## src/rtl/rf_pkg.sv

```systemverilog
// Shared types and helpers for the scoreboarded register file.
// Holds default sizes and the address validity rule used by all ports.
package rf_pkg;

    localparam int DEF_DATA_W = 32;
    localparam int DEF_DEPTH  = 32;

    typedef logic [$clog2(DEF_DEPTH)-1:0] reg_addr_t;

    // An address is usable if it is in range and not the hardwired zero.
    function automatic logic addr_valid(
        input int unsigned addr,
        input int unsigned depth,
        input logic        zero_reg
    );
        return (addr < depth) && !(zero_reg && (addr == 0));
    endfunction

endpackage

```

## src/rtl/rf_busy_sb.sv

```systemverilog
// Per-register busy scoreboard for decode-stage RAW hazard detection.
// Tracks outstanding producers and keeps a running busy count.
module rf_busy_sb
    import rf_pkg::*;
#(
    parameter int DEPTH    = DEF_DEPTH,
    parameter int ADDR_W   = $clog2(DEPTH),
    parameter int ZERO_REG = 1
) (
    input  logic              clk,
    input  logic              rst_n,
    input  logic              issue_en,
    input  logic [ADDR_W-1:0] issue_addr,
    input  logic              wr_en,
    input  logic [ADDR_W-1:0] wr_addr,
    input  logic [ADDR_W-1:0] rd_addr_1,
    input  logic [ADDR_W-1:0] rd_addr_2,
    output logic              rd_busy_1,
    output logic              rd_busy_2,
    output logic [ADDR_W:0]   busy_count
);

    localparam logic [ADDR_W:0] CNT_ONE = (ADDR_W+1)'(1);

    logic [DEPTH-1:0] busy;
    logic [DEPTH-1:0] busy_next;
    logic             set_ok;
    logic             clr_ok;
    logic             same;
    logic             inc;
    logic             dec;
    logic             rd1_ok;
    logic             rd2_ok;

    assign set_ok = issue_en && addr_valid(32'(issue_addr), DEPTH, ZERO_REG != 0);
    assign clr_ok = wr_en && addr_valid(32'(wr_addr), DEPTH, ZERO_REG != 0);
    assign same   = issue_addr == wr_addr;
    assign rd1_ok = addr_valid(32'(rd_addr_1), DEPTH, ZERO_REG != 0);
    assign rd2_ok = addr_valid(32'(rd_addr_2), DEPTH, ZERO_REG != 0);

    // Next busy vector: retire first, then a new producer overrides it.
    always_comb begin
        busy_next = busy;
        inc       = 1'b0;
        dec       = 1'b0;
        if (clr_ok) begin
            busy_next[wr_addr] = 1'b0;
            dec = busy[wr_addr] && !(set_ok && same);
        end
        if (set_ok) begin
            busy_next[issue_addr] = 1'b1;
            inc = !busy[issue_addr];
        end
    end

    // Busy bits and incremental popcount.
    always_ff @(posedge clk or negedge rst_n) begin
        if (!rst_n) begin
            busy       <= '0;
            busy_count <= '0;
        end else begin
            busy <= busy_next;
            if (inc && !dec)
                busy_count <= busy_count + CNT_ONE;
            else if (dec && !inc)
                busy_count <= busy_count - CNT_ONE;
        end
    end

    // A producer retiring this cycle is bypassed, so it is no hazard.
    always_comb begin
        rd_busy_1 = rd1_ok && busy[rd_addr_1]
                 && !(wr_en && wr_addr == rd_addr_1);
        rd_busy_2 = rd2_ok && busy[rd_addr_2]
                 && !(wr_en && wr_addr == rd_addr_2);
    end

endmodule

```

## src/rtl/rf_scoreboard.sv

```systemverilog
// 2-read/1-write register file with write bypass and busy scoreboard.
// Storage and read muxes live here; hazard tracking is in rf_busy_sb.
module rf_scoreboard
    import rf_pkg::*;
#(
    parameter int DATA_W   = DEF_DATA_W,
    parameter int DEPTH    = DEF_DEPTH,
    parameter int ADDR_W   = $clog2(DEPTH),
    parameter int ZERO_REG = 1
) (
    input  logic              clk,
    input  logic              rst_n,
    input  logic [ADDR_W-1:0] rd_addr_1,
    input  logic [ADDR_W-1:0] rd_addr_2,
    output logic [DATA_W-1:0] rd_data_1,
    output logic [DATA_W-1:0] rd_data_2,
    output logic              rd_busy_1,
    output logic              rd_busy_2,
    input  logic              wr_en,
    input  logic [ADDR_W-1:0] wr_addr,
    input  logic [DATA_W-1:0] wr_data,
    input  logic              issue_en,
    input  logic [ADDR_W-1:0] issue_addr,
    output logic [ADDR_W:0]   busy_count
);

    logic [DATA_W-1:0] regs [DEPTH];
    logic              wr_ok;
    logic              rd1_ok;
    logic              rd2_ok;

    assign wr_ok  = wr_en && addr_valid(32'(wr_addr), DEPTH, ZERO_REG != 0);
    assign rd1_ok = rst_n && addr_valid(32'(rd_addr_1), DEPTH, ZERO_REG != 0);
    assign rd2_ok = rst_n && addr_valid(32'(rd_addr_2), DEPTH, ZERO_REG != 0);

    // Register storage, cleared asynchronously.
    always_ff @(posedge clk or negedge rst_n) begin
        if (!rst_n) begin
            for (int i = 0; i < DEPTH; i++)
                regs[i] <= '0;
        end else if (wr_ok) begin
            regs[wr_addr] <= wr_data;
        end
    end

    // Read muxes with same-cycle write bypass.
    always_comb begin
        rd_data_1 = '0;
        rd_data_2 = '0;
        if (rd1_ok)
            rd_data_1 = (wr_en && wr_addr == rd_addr_1) ? wr_data : regs[rd_addr_1];
        if (rd2_ok)
            rd_data_2 = (wr_en && wr_addr == rd_addr_2) ? wr_data : regs[rd_addr_2];
    end

    rf_busy_sb #(
        .DEPTH    (DEPTH),
        .ADDR_W   (ADDR_W),
        .ZERO_REG (ZERO_REG)
    ) u_sb (
        .clk        (clk),
        .rst_n      (rst_n),
        .issue_en   (issue_en),
        .issue_addr (issue_addr),
        .wr_en      (wr_en),
        .wr_addr    (wr_addr),
        .rd_addr_1  (rd_addr_1),
        .rd_addr_2  (rd_addr_2),
        .rd_busy_1  (rd_busy_1),
        .rd_busy_2  (rd_busy_2),
        .busy_count (busy_count)
    );

endmodule

```

## config.mk

```make
export PLATFORM = sky130hd
export DESIGN_NAME = rf_scoreboard
export DESIGN_NICKNAME = d
export VERILOG_FILES = /design/src/rtl/rf_pkg.sv /design/src/rtl/rf_busy_sb.sv /design/src/rtl/rf_scoreboard.sv
export SDC_FILE = /design/constraint.sdc
export NUM_CORES = 2
export LEC_CHECK = 0
export ABC_AREA = 0
export CORE_ASPECT_RATIO = 0.9
export CORE_MARGIN = 2
export CORE_UTILIZATION = 65
export CTS_CLUSTER_DIAMETER = 30
export DETAILED_ROUTE_END_ITERATION = 10
export DONT_BUFFER_PORTS = 1
export PLACE_DENSITY = 0.81
export SLEW_MARGIN = 20
export SYNTH_ARGS = -nofsm -noshare
export SYNTH_HDL_FRONTEND = slang
export SYNTH_SLANG_ARGS = --single-unit
```

## constraint.sdc

```tcl
create_clock -name clk -period 4.5 [get_ports clk]
set_input_delay 1.35 -clock clk [delete_from_list [all_inputs] [get_ports clk]]
set_output_delay 1.35 -clock clk [all_outputs]
set_load 0.005 [all_outputs]
```

==> results.toml <==
[outcome]
outcome = "complete, but fails checks"
violations = "slew limit, setup timing"

[worst_setup_path]
worst_ep_required_time_ps = 3150
r2r_cells = 12
worstPathArrival_ps = 3900
r2r-end = "u_sb.busy_count[5]$_DFFE_PN0P_"
reg2reg_slack_ps = 1160
critPathLaunchType = "input port"
cp-end-kind = "primary output"
max_stage_delay_ps = 890
crit_path_top_delay_cell = "mux4_2"
r2r_start = "u_sb.busy[27]$_DFF_PN0_"
worst-path-max-fanout = 285
path_cells = "mux4_2 > o22ai_1 > nor3_1 > a21oi_1 > a21oi_2 > buf_4"
crit_type = "in2out"

[logic_synthesis]
ys_seq_elements = 1062
syn_area_um2 = 57800
synth_cells = 4063
synth_area_per_cell_um2 = 14.2
synth_top_area_share_pct = 46.0
synth.yosys.seq_area_share_pct = 46.0
synth_largest_area_cell = "dfrtp_1"
async_flop_share_pct = 100
synth_top_cells_by_area = "dfrtp_1 (46%), mux2_2 (20%), mux4_2 (18%)"
synth_edf_count = 0
yosysWarnings = 0
yosys_most_used_dff = "dfrtp_1"
synth.distinct_cells = 73
syn_nets = 4126

[floorplanning]
dieArea_um2 = 91300
ios = 128
die_h_um = 287
start_util_pct = 65.8
coreArea_um2 = 87900
die_w_um = 318
row_count = 103

[finish]
final-seq-area_um2 = 26600
layout_common_cells = "dfrtp_1 (1062), mux2_2 (1015), mux4_2 (467)"
layout_commonest_cell = "dfrtp_1"
final_nets = 4049
fillers = 4952
area_growth_syn_to_layout_pct = 14.7
fin_util_pct = 75.4
multi_input_area_um2 = 29300
drive_above_1_share_pct = 50.3

[clocking]
htreeDepth = 4
cts_sinks = 1062
cts_hold_buf = 0
insertion_delay_ps = 790
cts-root-buf = "clkbuf_16"
clock_path_buffers = 3
cts_made_buffers = 188
cts_tree = "built"
clk_pin_slew_ps = 50

[global_routing]
antenna_found_initial = 3
grt_usage_pct = 41.0
grt_max_degree = 1067
grt_pass1_wl_um = 276000
first_global_vias = 41598
grt_overflow = 0

[power_and_ir_drop]
pwr-share-clk_pct = 45.2
p_leak_nw = 28.5
power.switching_mw = 9.00
cellPowerDensity_nw_per_um2 = 511
vdd_drop_max_mv = 0.462
switching_share_pct = 26.6
intPower_mw = 24.9
seqPwrFrac_pct = 38.3
p_comb_share_pct = 16.5

[route]
dr.pass1.iters = 8
drt_iter0_drc = 6009
num_vias = 41316
via_per_inst = 7.79
routedWlPerCell_um = 35.5
drc = 0
wl_um = 189000
ant_nets = 0

[run]
drv_cap = 0

[timing]
hold_violations = 0
tightestPinTransition_ps = 1510
rsz0062_at_grt = "yes"
slew_viol_final = 12
clock-skew-final_ps = 30.3
slew-limit-headroom_pct = -0.519
period_share_pct = 117
max_clock_freq_ghz = 0.191
min_period_ps = 5250
setup_viol = 53
fin_ws_ps = -746

[hold_path]
hp-class = "in2async"

[place]
place.gp.congestion = 0.876
detailedPlace.worstSlack_ps = -52.6
hpwl_um = 101000
port_buffers = 0
## cell usage after synthesis, types with 10 or more instances
cell / instances
dfrtp_1: 1062
mux2_2: 1015
mux4_2: 467
clkbuf_1: 216
buf_2: 176
mux2i_1: 169
o21ai_0: 133
o22ai_1: 127
a21oi_1: 88
nor2_1: 79
nand2_1: 66
a22oi_1: 51
nor3_1: 31
buf_4: 30
nand3_1: 29
nor2b_1: 29
a221oi_1: 26
buf_6: 20
nand2b_1: 20
o22a_1: 20
a22o_1: 17
inv_1: 12
o211ai_1: 12
a31oi_1: 11
buf_1: 10
xnor2_1: 10
## power by group through the flow
| stage | registers (mW) | logic (mW) | clock network [mW] |
|---|---|---|---|
| after floorplan | 12.4 | 4.50 | 0 |
| after global placement | 12.8 | 4.94 | 0 |
| after detailed placement | 12.9 | 5.12 | 0 |
| after CTS | 12.9 | 5.24 | 15.3 |
| after global routing | 13.1 | 5.88 | 15.8 |
| final | 13.0 | 5.58 | 15.3 |
## per-stage QoR
step | instances | instance area (µm²) | hold WS [ps] | power (mW) | setup TNS (ps)
after global placement | 4931 | 58800 | 377 | 17.7 | -343
after floorplan | 4063 | 57800 | 441 | 16.9 | 0
after CTS | 5285 | 65700 | 291 | 33.4 | 0
final | 5305 | 66300 | 267 | 33.9 | -19180
after global routing | 5304 | 66300 | 251 | 34.8 | -4130
after detailed placement | 4931 | 58800 | 382 | 18.0 | -148
## state kept, by name, indices dropped and copies added (netlist names)
register / cells
u_sb.busy: 32
u_sb.busy_count: 6
regs: 1024
## how the worst max path moves through the flow
stage,cells after the start,start,endpoint,slack (ps)
6_report,6,rd_addr_2[0],rd_data_2[14],-750
5_1_grt,6,rd_addr_2[0],rd_data_2[17],-360
4_1_cts,7,rd_addr_1[2],rd_data_1[14],70
3_5_place_dp,8,rd_addr_2[1],rd_data_2[24],-50
3_3_place_gp,8,rd_addr_2[1],rd_data_2[24],-90
2_1_floorplan,8,rd_addr_2[0],rd_data_2[25],180
## routing by layer
metal	wire length (µm)	track usage, %	vias up
li1	-	-	15618
met1	66500	53.8	21423
met2	82700	59.0	3423
met3	26000	14.3	846
met4	13200	25.8	6
met5	112	0	-
## area by class of cell
| class | instances | area share, % |
|---|---|---|
| Antenna cell | 1 | 0.00378 |
| Clock buffer | 234 | 7.85 |
| Clock inverter | 119 | 2.56 |
| Inverter | 13 | 0.0793 |
| Multi-Input combinational cell | 2533 | 44.2 |
| Sequential cell | 1062 | 40.1 |
| Tap cell | 1155 | 2.18 |
| Timing Repair Buffer | 188 | 3.01 |
## critical path: cells and delay by family
family	cells	cell delay [ps]
compound gates	3	790
mux	1	890
simple gates	1	80
buf+inv	1	170
## what timing repair did
item                                    4_1_cts  5_1_grt
cloned                                        0       11
endpoints found under the setup margin        7       63
pin swaps                                     1        3
buffers inserted                              1        2
resized for setup                             1       35
## cell families after synthesis
| group | share of synthesized area [%] |
|---|---|
| buffers and inverters | 3.92 |
| multiplexers | 40.9 |
| adder cells (fa/ha/maj) | 0.165 |
| flip-flops | 46.0 |
| AND/OR/NAND/NOR | 2.73 |
| XOR/XNOR | 0.273 |
| AO/OA/AOI/OAI | 6.04 |
Note: power is estimated with default switching activity, not from simulation.
